File: config.mk
export PLATFORM = sky130hd
export DESIGN_NAME = mux_arbiter4
export DESIGN_NICKNAME = d
export VERILOG_FILES = /design/src/rtl/mux_arbiter4.sv
export SDC_FILE = /design/constraint.sdc
export NUM_CORES = 1
export LEC_CHECK = 0
export ABC_AREA = 1
export CORE_MARGIN = 8
export CORE_UTILIZATION = 49
export DETAILED_ROUTE_END_ITERATION = 8
export PLACE_DENSITY_LB_ADDON = 0.2
export SETUP_SLACK_MARGIN = 0.4
export SLEW_MARGIN = 30
export SYNTH_ARGS = -nofsm -noshare
export SYNTH_HDL_FRONTEND = slang
export SYNTH_SLANG_ARGS = --single-unit
File: constraint.sdc
create_clock -name clk -period 1.62 [get_ports clk]
set_input_delay 0.324 -clock clk [delete_from_list [all_inputs] [get_ports clk]]
set_output_delay 0.324 -clock clk [all_outputs]
set_load 0.01 [all_outputs]
File: src/rtl/mux_arbiter4.sv
// mux_arbiter4: four-requester round-robin arbiter that drives a mux4x1.
// Optional forced release after TIMEOUT_CYCLES grant cycles: ARB_TIMEOUT_EN.
//
// Parameters:
//   TIMEOUT_CYCLES  max consecutive grant cycles per owner (2..2**CNT_WIDTH)
//   CNT_WIDTH       width of the hold counter
// Ports:
//   clk      in   sole clock, rising edge
//   reset    in   synchronous active-high reset
//   request  in   [3:0] per-requester request (bit k -> mux input k)
//   grant    out  [3:0] one-hot grant, zero when no owner
//   select   out  [1:0] owner index, holds last owner while idle
//   enable   out  high while an owner holds the mux
//   busy     out  high in GRANT state
//   timeout  out  one-cycle pulse after a forced release

module mux_arbiter4 #(
    parameter int TIMEOUT_CYCLES = 16,
    parameter int CNT_WIDTH      = 4
) (
    input  logic       clk,
    input  logic       reset,
    input  logic [3:0] request,
    output logic [3:0] grant,
    output logic [1:0] select,
    output logic       enable,
    output logic       busy,
    output logic       timeout
);

    if (TIMEOUT_CYCLES < 2 || TIMEOUT_CYCLES > 2**CNT_WIDTH) begin : g_chk
        $error("mux_arbiter4: TIMEOUT_CYCLES out of range");
    end

    typedef enum logic {
        IDLE  = 1'b0,
        GRANT = 1'b1
    } state_e;

    state_e     state_q, state_d;
    logic [1:0] ptr_q, ptr_d;
    logic [1:0] owner_q, owner_d;

    logic [1:0] winner;
    logic [1:0] scan_idx;
    logic       found;
    logic       expire;

    // Round-robin scan: first set request bit at ptr, ptr+1, ptr+2, ptr+3.
    always_comb begin
        winner   = ptr_q;
        scan_idx = ptr_q;
        found    = 1'b0;
        for (int i = 0; i < 4; i++) begin
            scan_idx = ptr_q + 2'(i);
            if (!found && request[scan_idx]) begin
                winner = scan_idx;
                found  = 1'b1;
            end
        end
    end

`ifdef ARB_TIMEOUT_EN
    localparam logic [CNT_WIDTH-1:0] CNT_MAX =
        CNT_WIDTH'(TIMEOUT_CYCLES - 1);

    logic [CNT_WIDTH-1:0] cnt_q, cnt_d;
    logic                 timeout_q, timeout_d;

    // Counter value equals the number of grant cycles already completed,
    // so it reads CNT_MAX during the last allowed cycle.
    assign expire = (cnt_q == CNT_MAX);
`else
    assign expire = 1'b0;
`endif

    always_comb begin
        state_d = state_q;
        ptr_d   = ptr_q;
        owner_d = owner_q;
        unique case (state_q)
            IDLE: begin
                if (found) begin
                    state_d = GRANT;
                    owner_d = winner;
                    ptr_d   = winner + 2'd1;
                end
            end
            GRANT: begin
                // A voluntary drop wins over an expiring counter.
                if (!request[owner_q] || expire) begin
                    state_d = IDLE;
                end
            end
            default: state_d = IDLE;
        endcase
    end

`ifdef ARB_TIMEOUT_EN
    always_comb begin
        cnt_d     = cnt_q;
        timeout_d = 1'b0;
        if (state_q == IDLE) begin
            cnt_d = '0;
        end else begin
            if (cnt_q != CNT_MAX) begin
                cnt_d = cnt_q + 1'b1;
            end
            if (request[owner_q] && expire) begin
                timeout_d = 1'b1;
            end
        end
    end

    always_ff @(posedge clk) begin
        if (reset) begin
            cnt_q     <= '0;
            timeout_q <= 1'b0;
        end else begin
            cnt_q     <= cnt_d;
            timeout_q <= timeout_d;
        end
    end

    assign timeout = timeout_q;
`else
    assign timeout = 1'b0;
`endif

    always_ff @(posedge clk) begin
        if (reset) begin
            state_q <= IDLE;
            ptr_q   <= 2'd0;
            owner_q <= 2'd0;
        end else begin
            state_q <= state_d;
            ptr_q   <= ptr_d;
            owner_q <= owner_d;
        end
    end

    // Outputs come only from flops; requests never reach them directly.
    assign busy   = (state_q == GRANT);
    assign enable = busy;
    assign select = owner_q;
    assign grant  = busy ? (4'b0001 << owner_q) : 4'b0000;

endmodule

Word level (Yosys, flattened, before mapping)
Cells that the tools add are included.

word-level totals
  register bits = 5
  bits of input ports = 6
  output and inout bits = 9
  logic and storage cells = 42

cells by class
  add/sub/neg operators = 4
  $lt $le $gt $ge = 5
  shift operators = 1
  multiplexer cells = 21
  bitwise logic cells = 1
  reductions and logical operators = 7

operator list
  operator             count
  $lt 2x3->1 const B   5
  $mux 1               11
  $bmux 1 s2           5
  $mux 2               3
  $add 2x1->2 const B  2
  $add 2x2->2 const B  2
  $mux 4               1
  $shl 1x2->4 const A  1
  $logic_and 1x1->1    3
  $logic_not 1->1      3
  $pmux 1 s2           1
  $reduce_and 2->1     1
  $not 1->1            1

Depth between registers and ports, before layout
  word-level depth = 14
  depth in mapped cells = 17

Worst setup path before layout
No wires, ideal clock.

  kind = register to register
  start point = register ptr_q[0]
  end point = register ptr_q[1]
  setup time = 0.109 ns
  arrival = 1.360 ns
  required time = 1.511 ns
  slack = 0.151 ns
  stages on the path, launching flop included = 14
  path buffers = 1
  period minus slack after synthesis = 1.469 ns
  cell sequence = dfxtp_1 inv_2 buf_6 nand2_2 nand2_4 nand2_1 o21ai_4 nand3b_2 nand2_4 a21oi_1 nand2_1 nand3_1 nand2_1 inv_1

on the way
  word-level cells in the longest chain between the ends = 13
  elaborated cells between the ends (all ways) = 26

ends and longest elaborated chain
  element                                               line  RTL
  from (decl)                                           41    logic [1:0] ptr_q, ptr_d;
  from (signal assigned)                                137   ptr_q <= ptr_d;
  branches (longest 13 deep; another with $add 2x1->2)  --

Parallel ways; which one is timed is not known. The select of a mux whose other input is x is not followed.
A chain may end at the register's enable or synchronous reset.

Final worst setup path
Same ends and word-level chain as after synthesis.

==> flow_summary.toml <==
[outcome]
status = "complete, but fails checks"
violations = "negative setup slack"

[global_route]
grt_max_degree = 10
grt_overflow = 0
antenna_found_initial = 0
grt_pass1_vias = 809
grt_pass1_wl_um = 3310
grt_use_total_pct = 14.7

[power_and_ir_drop]
p_per_area_nw_per_um2 = 2030
p_seq_share_pct = 13.0
pwr-share-comb_pct = 80.8
internal_power_uw = 1050
power.clock.fraction_pct = 6.2
leakage_uw = 0.000571
switchingPower_uw = 1200
p_total_uw = 2250
swShare_pct = 53.5
peakVddDrop_mv = 1.30

[worst_setup_path]
path_max_fanout = 6
critical_path_buf_inv_count = 3
startpoint = "ptr_q[0]"
crit_path_cell_trace = "buf_12, buf_8, nand2_4, nand3_4, nand2_4, nor2_8, nand4_1, nand2_2, nor2_4, nand2_1, nand3_1, nand2_1, inv_1"
slowest_stage = "dfxtp_4"
rr_startpoint = "ptr_q[0]"
worst_path_largest_cell_delay_ps = 370
cp_top_family = "simple AND/OR/NAND/NOR gates"
cp.required_ps = 1760
criticalPathCategory = "reg -> reg"
critPathArrivalTime_ps = 1790
crit_path_end_kind = "flop"
start_kind = "flop"

[final_layout]
mostFrequentLayoutCell = "nand2_1"
design_area_sq_um = 1110
syn_to_final_growth_pct = 64.2
final_cell_mix = "nand2_1 (25), nand2_2 (18), buf_4 (13), nand2_4 (9)"
diodes = 0
fillers = 85
final_util_pct = 85.1
nets = 149
multi_input_area_sq_um = 634
seqCellArea_sq_um = 116
drive_gt1_share_pct = 55.6

[place]
hpwlAfterDp_um = 1260
gp_congestion = 0.834
dpl_worst_slack_ps = -307
io_buffers = 13
dpl_cell_area_sq_um = 880

[die]
die_h_um = 53.1
die_width_um = 53.1
coreArea_sq_um = 1300
fp-row-count = 13
ioPinCount = 15
initial_core_util_pct = 51.8
fp.dieArea_sq_um = 2820

[synthesis]
synth_fp_nets = 120
post_synth_num_cell_types = 23
syn-instance-count = 114
syn_area_sq_um = 674
synth_edf_count = 0
synth_ff_type = "dfxtp_1"
seq_area_frac_synth_pct = 14.8
ys_seq_elements = 5
synthArstFlopShare_pct = 0
syn_avg_cell_area_sq_um = 5.92
synth_warnings = 0

[drt]
vias_per_cell = 5.41
wl_per_cell_um = 14.3
vias = 850
firstDrtPassIters = 4
remaining_drc_errors = 0
first_iter_violations = 17
ant_nets = 0
wirelength_um = 2250

[clock_tree]
cts-buffers-inserted = 3
cts_buffer_depth = 2
clk_pin_slew_ps = 40
numClockSinks = 5
cts_root_buf = "clkbuf_4"
clock_latency_ps = 240
cts_tree = "done"
htree_num_levels = 1

[timing]
skew_ps = 4.81
setup_viol = 2
hold_violations = 0
fin_ws_ps = -28.1
finalSetupTns_ps = -36.1
report.final.slew_viol_count = 0
fmax_mhz = 607
min_period_ps = 1650
rsz0062_at_grt = "yes"
finalCritPeriodShare_pct = 102

[hold_path]
hp-start = "busy"
worstHoldPathType = "reg -> reg"

[run]
cap_violations = 0
worst paths after layout:
kind                            cells past startpoint  slack (ps)        to
worst min register to register                      2         530      busy
worst min-delay path                                2         530      busy
worst max register to register                     13         -30  ptr_q[1]
worst max-delay path                               13         -30  ptr_q[1]
Yosys cell counts, types with 2 or more instances:
| master | instances | area (sq um) |
|---|---|---|
| nor3_1 | 4 | 20.0 |
| nand2_2 | 10 | 62.6 |
| dfxtp_1 | 5 | 100 |
| a21oi_1 | 4 | 20.0 |
| inv_2 | 2 | 7.51 |
| nand2_1 | 40 | 150 |
| nor2_1 | 5 | 18.8 |
| nand2_4 | 3 | 33.8 |
| inv_1 | 11 | 41.3 |
| nand4_1 | 3 | 18.8 |
| nand3_1 | 12 | 60.1 |
| buf_4 | 4 | 30.0 |
state kept, by name, indices dropped and copies added, names as in the netlist:
register / cells
busy: 1
ptr_q: 2
select: 2
routing by layer:
| metal | wire length [um] | track usage (%) | part of all wire, % |
|---|---|---|---|
| met1 | 938 | 16.7 | 42 |
| met2 | 1240 | 26.4 | 55 |
| met3 | 58 | 1.40 | 2.6 |
| met4 | 10 | 7.14 | 0.45 |
| met5 | 0 | 0 | 0 |
repair_timing:
item                       in CTS  in global routing
hold buffers                    0                  0
setup endpoints to repair      13                 10
buffers inserted                7                  0
gates resized for setup        52                 30
pin swaps                      20                 19
final cells by class:
class / instances / share of cell area, %
multi-input cells: 90 / 57.3
repair buffers: 29 / 22.3
flip-flops and latches: 5 / 10.5
inverters: 14 / 5.88
clock buffers: 4 / 2.37
well taps: 15 / 1.69
through the flow:
stage          std cells  hold slack [ps]
2_1_floorplan        114              393
3_3_place_gp         146              496
3_5_place_dp         146              504
4_1_cts              157              518
5_1_grt              157              536
6_report             157              527
power by group through the flow:
stage / Clock [uW] / Combinational (uW) / Sequential, uW
floorplan: 0 / 1030 / 237
finish: 140 / 1820 / 292
global placement: 0 / 1330 / 246
detailed placement: 0 / 1350 / 247
global route: 153 / 1960 / 296
CTS: 149 / 1550 / 271
worst min-delay path, cell delays in order (launching register included):
cell and delay (ps):
dfxtp_4 350, o41ai_1 70, a21oi_1 60
logic make-up (layout without fill, tap and decap cells):
logic type	count (synthesis)	in the layout	share of synthesized area [%]
buffers and inverters	19	47	14.3
other	1	1	0.556
AND/OR/NAND/NOR	81	81	61.8
AO/OA/AOI/OAI	8	8	8.54
flip-flops	5	5	14.8
No activity file was read; power rests on OpenSTA's default activity.
